==> src/rtl/cpu_bus_responder.sv <==
// CPU bus responder: decodes strobed CPU accesses into single-cycle backing-memory
// read/write requests and returns registered read data to the CPU.
module cpu_bus_responder #(
    parameter logic [7:0] CART_ABSENT_DATA = 8'hFF
) (
    input  logic        CLK,
    input  logic        RESETB,
    input  logic [15:0] A,
    input  logic        RDB,
    input  logic        WRB,
    input  logic [7:0]  CPU_DB_O,
    output logic [7:0]  CPU_DB_I,
    output logic [1:0]  MEM_SEL,
    output logic [15:0] MEM_ADDR,
    output logic        MEM_RE,
    output logic        MEM_WE,
    output logic [7:0]  MEM_WDATA,
    input  logic [7:0]  MEM_RDATA,
    input  logic        CART_PRESENT,
    output logic        BUS_ERR
);

    localparam logic [2:0] ST_IDLE      = 3'd0;
    localparam logic [2:0] ST_RD_REQ    = 3'd1;
    localparam logic [2:0] ST_RD_DATA   = 3'd2;
    localparam logic [2:0] ST_RD_HOLD   = 3'd3;
    localparam logic [2:0] ST_WR_HOLD   = 3'd4;
    localparam logic [2:0] ST_WR_COMMIT = 3'd5;

    localparam logic [1:0] SEL_ROM  = 2'd0;
    localparam logic [1:0] SEL_WRAM = 2'd1;
    localparam logic [1:0] SEL_VRAM = 2'd2;
    localparam logic [1:0] SEL_CART = 2'd3;

    logic [2:0]  state_reg, state_next;
    logic [15:0] addr_reg;
    logic [1:0]  sel_reg;
    logic        req_issued_reg;
    logic        re_reg;
    logic        we_reg;
    logic [7:0]  wdata_reg;
    logic [7:0]  rdata_reg;
    logic        err_reg;
    logic        err_set;

    logic        is_rom, is_vram, is_wram, is_cart;
    logic        dec_mapped;
    logic [1:0]  dec_sel;
    logic        rd_ok;
    logic        wr_ok;
    logic        start_rd, start_wr, start_commit;

    // Address decode on the live bus; only used at the strobe-detection edge.
    always_comb begin
        is_rom     = (A[15:12] == 4'h0);
        is_vram    = (A[15:10] == 6'b0011_00);
        is_wram    = (A[15:7] == 9'h1FF);
        is_cart    = A[15] && !is_wram;
        dec_mapped = is_rom || is_vram || is_wram || is_cart;
        dec_sel    = SEL_ROM;
        if (is_wram)
            dec_sel = SEL_WRAM;
        else if (is_vram)
            dec_sel = SEL_VRAM;
        else if (is_cart)
            dec_sel = SEL_CART;
    end

    // Unmapped addresses share select 0 with ROM; both are non-writable, so the
    // write permission check can rely on the select alone.
    assign rd_ok = dec_mapped && !(dec_sel == SEL_CART && !CART_PRESENT);
    assign wr_ok = (sel_reg == SEL_WRAM) || (sel_reg == SEL_VRAM) ||
                   (sel_reg == SEL_CART && CART_PRESENT);

    always_comb begin
        state_next = state_reg;
        err_set    = 1'b0;
        case (state_reg)
            ST_IDLE: begin
                if (!RDB && !WRB)
                    err_set = 1'b1;
                else if (!RDB)
                    state_next = ST_RD_REQ;
                else if (!WRB)
                    state_next = ST_WR_HOLD;
            end
            ST_RD_REQ: begin
                err_set    = !WRB;
                state_next = ST_RD_DATA;
            end
            ST_RD_DATA: begin
                err_set    = !WRB;
                state_next = ST_RD_HOLD;
            end
            ST_RD_HOLD: begin
                err_set = !WRB;
                if (RDB)
                    state_next = ST_IDLE;
            end
            ST_WR_HOLD: begin
                err_set = !RDB;
                if (WRB)
                    state_next = ST_WR_COMMIT;
            end
            ST_WR_COMMIT: state_next = ST_IDLE;
            default:      state_next = ST_IDLE;
        endcase
    end

    assign start_rd     = (state_reg == ST_IDLE) && (state_next == ST_RD_REQ);
    assign start_wr     = (state_reg == ST_IDLE) && (state_next == ST_WR_HOLD);
    assign start_commit = (state_reg == ST_WR_HOLD) && (state_next == ST_WR_COMMIT);

    always_ff @(posedge CLK or negedge RESETB) begin
        if (!RESETB) begin
            state_reg      <= ST_IDLE;
            addr_reg       <= 16'h0000;
            sel_reg        <= SEL_ROM;
            req_issued_reg <= 1'b0;
            re_reg         <= 1'b0;
            we_reg         <= 1'b0;
            wdata_reg      <= 8'h00;
            rdata_reg      <= 8'hFF;
            err_reg        <= 1'b0;
        end else begin
            state_reg <= state_next;
            re_reg    <= start_rd && rd_ok;
            we_reg    <= start_commit && wr_ok;
            if (err_set)
                err_reg <= 1'b1;
            if (start_rd || start_wr) begin
                addr_reg <= A;
                sel_reg  <= dec_sel;
            end
            if (start_rd)
                req_issued_reg <= rd_ok;
            if (start_wr || (state_reg == ST_WR_HOLD && !WRB))
                wdata_reg <= CPU_DB_O;
            if (state_reg == ST_RD_DATA)
                rdata_reg <= req_issued_reg ? MEM_RDATA : CART_ABSENT_DATA;
        end
    end

    assign CPU_DB_I  = rdata_reg;
    assign MEM_SEL   = sel_reg;
    assign MEM_ADDR  = addr_reg;
    assign MEM_RE    = re_reg;
    assign MEM_WE    = we_reg;
    assign MEM_WDATA = wdata_reg;
    assign BUS_ERR   = err_reg;

endmodule

==> config.mk <==
export PLATFORM = sky130hd
export DESIGN_NAME = cpu_bus_responder
export DESIGN_NICKNAME = d
export VERILOG_FILES = /design/src/rtl/cpu_bus_responder.sv
export SDC_FILE = /design/constraint.sdc
export NUM_CORES = 1
export LEC_CHECK = 0
export CAP_MARGIN = 20
export CORE_ASPECT_RATIO = 0.6
export CORE_MARGIN = 3
export CORE_UTILIZATION = 38
export CTS_CLUSTER_DIAMETER = 100
export CTS_CLUSTER_SIZE = 25
export DETAILED_ROUTE_END_ITERATION = 16
export MAX_ROUTING_LAYER = met4
export PLACE_DENSITY_LB_ADDON = 0.08
export SYNTH_ARGS = -nofsm -noshare
export SYNTH_HDL_FRONTEND = slang
export SYNTH_SLANG_ARGS = --single-unit
==> constraint.sdc <==
create_clock -name CLK -period 2 [get_ports CLK]
set_clock_uncertainty 0.05 [all_clocks]
set_input_delay 0.4 -clock CLK [delete_from_list [all_inputs] [get_ports CLK]]
set_output_delay 0.4 -clock CLK [all_outputs]
set_load 0.02 [all_outputs]
# Word level (Yosys, flattened, before mapping)
# Index checks and enable logic that the tools add are counted.
dict set report op_classes {
  reduce_logical 26
  muxes 12
  n_addsub 0
  mul 0
  order_cmp 0
  bitwise_logic 0
  n_div 0
  shifts 0
  n_eq_ne 13
}
# op count
set ops {}
lappend ops {{3-bit two-way mux} 5}
lappend ops {{3-bit case mux with 5 select lines} 1}
lappend ops {{1-bit logical AND} 11}
lappend ops {{3-bit equality test, second input constant} 3}
lappend ops {{9-bit equality test, second input constant} 1}
lappend ops {{8-bit two-way mux} 1}
lappend ops {{1-bit logical OR} 7}
lappend ops {{2-bit equality test, second input constant} 3}
lappend ops {{3-bit by 1-bit equality test with 1-bit output, second input constant} 2}
lappend ops {{3-bit by 2-bit equality test with 1-bit output, second input constant} 2}
lappend ops {{6-bit by 4-bit equality test with 1-bit output, second input constant} 1}
lappend ops {{2-bit two-way mux} 3}
lappend ops {{1-bit zero test} 5}
lappend ops {{4-bit zero test} 1}
lappend ops {{3-bit zero test} 1}
lappend ops {{1-bit case mux with 3 select lines} 1}
lappend ops {{3-bit OR reduction} 1}
lappend ops {{2-bit by 1-bit equality test with 1-bit output, second input constant} 1}
lappend ops {{1-bit two-way mux} 1}
dict set report totals {
  reg_bits 41
  mem_count 0
  latchBits 0
  out_inout_bits 37
  ramBits 0
  romBits 0
}

# Depth between registers and ports, before layout
# Gate-level depths: netlist of run 1.
dict set report depth {
  ltp_word 11
  mapped_depth 7
  mapped_depth_nobuf 4
}

# Worst setup path before layout of run 1
# Ideal clock, no wire load.
dict set report synth_path {
  path_kind {flip-flop to flip-flop}
  start {register state_reg[0]}
  end {register addr_reg[10] (netlist: MEM_ADDR[10])}
  period_less_slack_ps 1836
  path_buffers 3
  path_stages_with_launch 7
  slack_ps 164
  setup_time_ps 125
  required_time_ps 1825
  arrival_time_ps 1661
  cell_sequence {dfrtp_1 -> or2_1 -> buf_6 -> or3_1 -> buf_6 -> buf_12 -> mux2_4}
}
dict set report synth_via {
  elab_chain_len 7
  word_cells_on_any_way 16
  classes_between {6 x eq/ne; 6 x mux; 4 x reduce/logical}
}
# element line
set synth_lines {}
lappend synth_lines {{start, declared} 35} ;# logic [2:0] state_reg, state_next;
lappend synth_lines {{start signal, assigned} 126} ;# state_reg <= state_next;
lappend synth_lines {{3-bit two-way mux} 84} ;# else if (!WRB)
lappend synth_lines {{3-bit two-way mux} 82} ;# else if (!RDB)
lappend synth_lines {{3-bit two-way mux} 80} ;# if (!RDB && !WRB)
lappend synth_lines {{3-bit case mux with 5 select lines} 78} ;# case (state_reg)
lappend synth_lines {{3-bit by 1-bit equality test with 1-bit output / 3-bit equality test (equally long branches)} {110, 111}}
lappend synth_lines {{1-bit logical AND, on equally long branches} {110, 111}}
lappend synth_lines {{1-bit logical OR *} 131} ;# if (start_rd || start_wr) begin
lappend synth_lines {{end signal, assigned} 117} ;# addr_reg <= 16'h0000;
lappend synth_lines {{end signal, assigned} 132} ;# addr_reg <= A;
lappend synth_lines {{end, declared} 36} ;# logic [15:0] addr_reg;
# Every way passes the cells marked *; elsewhere a longest branch is shown, timed or not.
# A chain may end at the register's enable or synchronous reset.

# Worst setup path after layout of run 1
dict set report layout_path {
  start {register rdata_reg[6] (netlist: CPU_DB_I[6])}
  end {output CPU_DB_I[6]}
}
# element line
set layout_rtl {}
lappend layout_rtl {{start, declared} 42} ;# logic [7:0] rdata_reg;
lappend layout_rtl {{start signal, assigned} 140} ;# rdata_reg <= req_issued_reg ? MEM_RDATA : CART_ABSENT_DATA;
lappend layout_rtl {{end, declared} 12} ;# output logic [7:0] CPU_DB_I,
# No word-level cell between the ends.

==> results of run 1 <==
-- cells in the final DEF (no fill, tap or decap) --
cell             Yosys  final
a21oi_1              5      5
or2_1                1      1
o211a_1              1      1
or4bb_1              1      1
clkbuf_8             0      6
ha_1                 1      1
o21a_1               1      1
buf_12               1      1
clkbuf_1             3      2
nor3_2               1      1
nor3_1               3      3
o21ai_0             18     18
clkdlybuf4s50_1      0     72
xnor2_1              1      1
o21bai_1             1      1
dfstp_2              8      8
nand2_1              3      3
or3_1                2      2
inv_1               11     11
nand4_1              2      2
a21o_1               1      1
mux2_2              17     17
a31o_2               1      1
buf_4                0     10
o22ai_1              1      1
dfrtp_1             33     33
buf_2                0      1
nand2b_1             2      2
mux2_4               8      8
or2_2                1      1
nor2_1               4      4
and3_1               1      1
nor2b_1              1      1
-- where the power goes --
| group | internal [uW] | switching [uW] |
|---|---|---|
| combinational | 1090 | 957 |
| sequential | 1280 | 228 |
| clock | 281 | 272 |
| total | 2650 | 1460 |
-- through the flow --
| stage | worst slack (ps) | power, uW |
|---|---|---|
| after floorplan | 164 | 2590 |
| after global placement | -44.9 | 3500 |
| after detailed placement | -82.8 | 3580 |
| after CTS | 80.8 | 4160 |
| after global routing | 59.4 | 4370 |
| final | 102 | 4100 |
-- routing by layer --
layer  up-vias  share of wire [%]
met4         0                1.8
li1        638                  -
met1       610                 46
met3         8                5.5
met5         -                  0
met2        42                 47
-- final timing paths --
check / end / slack [ps] / cells after the start
min reg2reg: BUS_ERR / 430 / 1
max: CPU_DB_I[6] / 100 / 1
min in group CLK: BUS_ERR / 430 / 1
max reg2reg: MEM_ADDR[10] / 290 / 4
max in group asynchronous: MEM_ADDR[7] / 1250 / 2
min: MEM_ADDR[0] / 80 / 1
-- layout make-up --
class                      count  share of cell area (%)
clock buffer                   8                    3.36
inverter                      11                    1.54
multi-input combinational     78                    23.1
sequential                    41                    38.6
tap                           60                    2.80
timing repair buffer          84                    30.6
-- logic make-up (layout without fill, tap and decap cells) --
family / count (synthesis) / count (layout) / share of synthesized area (%)
adder cells (fa/ha/maj): 1 / 1 / 0.714
XOR/XNOR: 1 / 1 / 0.500
multiplexers: 25 / 25 / 17.8
AND/OR/NAND/NOR: 22 / 22 / 7.14
AO/OA/AOI/OAI: 29 / 29 / 9.29
buffers and inverters: 17 / 103 / 5.43
flip-flops: 41 / 41 / 59.1
==> metrics.txt, run 1 <==
count of input and output buffers=73; Multi-input gate area=around 620 um^2; Final Critical Period=approximately 1900 ps; post-DR wirelength/cell=about 15 um; clock latency reported for the late side of the worst-skew pair=just under 300 ps; core region area=about 4300 um^2; Syn Inst Count=roughly 140; crit-path cells=clkdlybuf4s50_1; TritonCTS clock tree=built; number of post-CTS setup repair buffers=0; root buffer selected by CTS=clkbuf_8; number of antenna violations at the first check in global routing=0; synth cell count leaders=dfrtp_1 (33), o21ai_0 (18), mux2_2 (17), inv_1 (11); count of boundary I/O pins=74; number of nets still failing antenna checks after routing=0; die height=58.6 um; power per cell area=1530 nW/um^2; Via Count=~1300; peak fanout along the critical path=2; first-pass GRT wire length=about 7000 um; die extent in x=~94 um; share of the clock period used by the worst path after layout=between 90 and 100%; part of the Yosys area used for sequential elements=between 50 and 60%; Reg-to-Reg Start=state_reg[0]; worst setup path class=reg -> out; final instance area=2680 um^2; async set-reset flop share out of synthesis=100%; Sink Count=between 40 and 50; Syn Nets=about 170; Hold/Removal Path Class=in -> async; Leak Pwr=0.00117 uW; most numerous cell in the Yosys netlist=dfrtp_1; number of distinct library cells after synthesis=30; number of flip-flops in the largest register=16; number of antenna diodes=0; row cnt=18; worst voltage drop across the vdd grid=about 700 uV; mean instance size in the synthesized netlist=around 13 um^2; Overall Global Routing Usage=between 10% and 20%; delay contributed by the slowest stage of the critical path=approximately 620 ps; family with the most delay on the worst path=buffers and inverters; busiest layer in global routing=met2; fraction of layout cells with a size suffix above 1=between 20% and 30%; post-layout net count=roughly 260; placed inst area=approximately 2600 um^2; CTS hold repair buffers=0; transition at the pin with the smallest max-transition slack=~660 ps; number of remaining DRC errors=0; number of detailed-route iterations in the first pass=4; Via density=roughly 4.6; Worst Path Arrival=between 1000 and 1500 ps; final weighted congestion in routability-driven placement=approximately 0.67; GRT met2 Usage=~27%; final-layout worst hold slack=between 80 and 90 ps; CP startpoint kind=flip-flop; vias in the first global route=about 1500; global-route congestion overflow total=0; crit path max-delay cell type=clkdlybuf4s50_1; post-layout utilization of the core=around 63%; Post-Place Cells=approximately 270; met3 layer usage reported by global route=4.73%; data required time at the worst endpoint=roughly 1600 ps; yosys synthesis warning count=0; max frequency=between 0.5 and 0.6 GHz; number of storage elements in the synthesis netlist=41; number of buffers between clock root and the deepest sink=2; crit path from=CPU_DB_I[6]; Worst Path Buf+Inv=1; GR Layer Usage met1=roughly 22%; growth of design area from synthesis to finish=53.2%; clock transition at the registers of the reported paths=roughly 70 ps; netlist area before placement=1750 um^2; detailed-route wire length=roughly 4300 um; final cell count without fillers=about 280; kind of end point of the critical path=output port; H-Tree Depth=2; initial DRC count=29; initial standard-cell utilization of the core=between 40% and 50%; Setup-failing EPs final=0; final-layout setup total negative slack=0 ps; overall die area=5490 um^2; Final HPWL DP=3170 um; cell accounting for the most synthesized area=dfrtp_1; outcome=finished, final reports clean; unrepaired setup endpoints after global routing=no; largest cells by area after synthesis=dfrtp_1 (47%), dfstp_2 (12%), mux2_2 (11%); sequential cell area in the final layout=1040 um^2; total of max-cap violations=0; largest net degree at the start of global routing=31; cells resized by post-CTS repair=0; flip-flop cell with the highest count after synthesis=dfrtp_1; final slew viol count=0; number of synthesized flops with an enable pin=0; TritonCTS Buffers=5; top cell type's share of synthesized area=47.1%; Filler Cell Count=355; worst max-slew margin expressed relative to the limit=roughly 56%; count of endpoints failing hold in the final timing report=0
No activity file was read; power rests on OpenSTA's default activity.
==> inputs of run 2 (changes only) <==
--- a/config.mk
+++ b/config.mk
@@ -13,7 +13,7 @@
 export CTS_CLUSTER_SIZE = 25
 export DETAILED_ROUTE_END_ITERATION = 16
 export MAX_ROUTING_LAYER = met4
-export PLACE_DENSITY_LB_ADDON = 0.08
+export PLACE_DENSITY = 0.86
 export SYNTH_ARGS = -nofsm -noshare
 export SYNTH_HDL_FRONTEND = slang
 export SYNTH_SLANG_ARGS = --single-unit
==> metrics.txt, run 2 (same netlist as run 1, synthesis figures left out) <==
growth of design area from synthesis to finish=55.7%; final weighted congestion in routability-driven placement=roughly 0.74; Hold/Removal Path Class=reg -> reg; initial DRC count=45; die extent in x=about 94 um; sequential cell area in the final layout=roughly 1000 um^2; CP startpoint kind=flip-flop; initial standard-cell utilization of the core=around two fifths; share of the clock period used by the worst path after layout=between 90 and 100%; power per cell area=between 1500 and 2000 nW/um^2; fraction of layout cells with a size suffix above 1=between 20% and 30%; kind of end point of the critical path=output port; final instance area=roughly 2700 um^2; global-route congestion overflow total=0; clock transition at the registers of the reported paths=70 ps; overall die area=~5500 um^2; last element of the critical path=CPU_DB_I[6]; number of antenna violations at the first check in global routing=0; vias in the first global route=1356; data required time at the worst endpoint=1550 ps; Setup-failing EPs final=0; Crit. path cell count=1; Overall Global Routing Usage=15.4%; depth of the worst register-to-register path=4; clock latency reported for the late side of the worst-skew pair=about 290 ps; die height=58.6 um; met2 wire length=1600 um; Reg-to-Reg Start=state_reg[0]; commonest non-fill, non-tap cell in the layout=clkdlybuf4s50_1; Reg2Reg Setup Slack=280 ps; number of flip-flops in the largest register=16; Final Critical Period=around 1900 ps; setup slack after layout=133 ps; outcome=finished, final reports clean; number of stages on the worst hold path=1; max frequency=0.536 GHz; post-layout net count=roughly 260; core region area=4280 um^2; Max Used Layer=met4; Worst Setup Slack post-DPL=-57.5 ps; count of endpoints failing hold in the final timing report=0; Switch Pwr=~1400 uW; detailed-route wire length=between 3000 and 4000 um; wl on met1=~1800 um; part of the power in combinational logic=48.4%; H-Tree Depth=2; cells resized by post-CTS repair=0; crit path from=CPU_DB_I[6]; number of buffers between clock root and the deepest sink=2; worst max-slew margin expressed relative to the limit=roughly 80%; transition at the pin with the smallest max-transition slack=between 200 and 300 ps; Reg2Reg Capture Point=MEM_ADDR[14]; family with the most delay on the worst path=buffers and inverters; number of post-CTS setup repair buffers=0; placed inst area=roughly 2600 um^2; Worst Path Buf+Inv=1; Multi-input gate area=621 um^2; worst setup path class=reg -> out; count of boundary I/O pins=74; final slew viol count=0; crit-path cells=clkdlybuf4s50_1; post-DR wirelength/cell=between 10 and 15 um; Via density=approximately 4.7; largest net degree at the start of global routing=22; first-pass GRT wire length=6290 um; share of total power consumed by net switching=33.7%; Sink Count=approximately 40; delay contributed by the slowest stage of the critical path=600 ps; count of input and output buffers=73; TritonCTS clock tree=built; Detail Route met3 WL=between 400 and 500 um; crit path max-delay cell type=clkdlybuf4s50_1; number of nets still failing antenna checks after routing=0; sequential cell fraction of total power=~36%; worst voltage drop across the vdd grid=around 770 uV; number of remaining DRC errors=0; Final HPWL DP=2920 um; total of max-cap violations=0; commonest non-fill, non-tap cells in the layout=clkdlybuf4s50_1 (72), dfrtp_1 (33), o21ai_0 (18), mux2_2 (17); Via Count=1334; Worst Path Arrival=1420 ps; CTS hold repair buffers=1; TritonCTS Buffers=5; Leak Pwr=roughly 0.0012 uW; number of detailed-route iterations in the first pass=4; Filler Cell Count=about 360; row cnt=18; number of antenna diodes=0; root buffer selected by CTS=clkbuf_8; internal power=about 2800 uW; peak fanout along the critical path=2; unrepaired setup endpoints after global routing=no; share of total power in the clock network=between 10% and 20%
[run 2: final cells by class]
cell class | count | share of cell area (%)
flip-flops and latches | 41 | 38.0
repair buffers | 86 | 30.7
multi-input cells | 78 | 22.8
clock buffers | 7 | 3.17
well taps | 60 | 2.75
inverters | 11 | 1.51
clock inverters | 1 | 1.10
[run 2: worst min path at each step]
stage / startpoint / endpoint
2_1_floorplan: RESETB / BUS_ERR
3_3_place_gp: RESETB / MEM_WDATA[5]
3_5_place_dp: RESETB / MEM_WDATA[5]
4_1_cts: BUS_ERR / BUS_ERR
5_1_grt: CPU_DB_I[1] / CPU_DB_I[1]
6_report: BUS_ERR / BUS_ERR
[run 2: power groups by stage]
stage          combinational [uW]  sequential (uW)  clock (uW)
3_5_place_dp                 2050             1500           0
4_1_cts                      2050             1490         698
2_1_floorplan                 670             1920           0
5_1_grt                      2180             1550         734
3_3_place_gp                 2010             1490           0
6_report                     2020             1490         670
[run 2: routing by layer]
metal / GRT usage, % / vias up
met5: - / -
met4: 3.70 / 0
met3: 6.39 / 2
met2: 21.6 / 61
met1: 20.9 / 631
li1: - / 640
[run 2: through the flow]
step           hold slack [ps]  utilization [%]  cells  TNS (ps)  power, uW
6_report                   434             63.7    284         0       4180
5_1_grt                    470             63.7    284         0       4470
4_1_cts                    443             63.7    284         0       4240
3_5_place_dp               226             60.8    275     -57.5       3540
3_3_place_gp               223             60.8    275     -29.4       3500
2_1_floorplan             54.4                -    136         0       2590
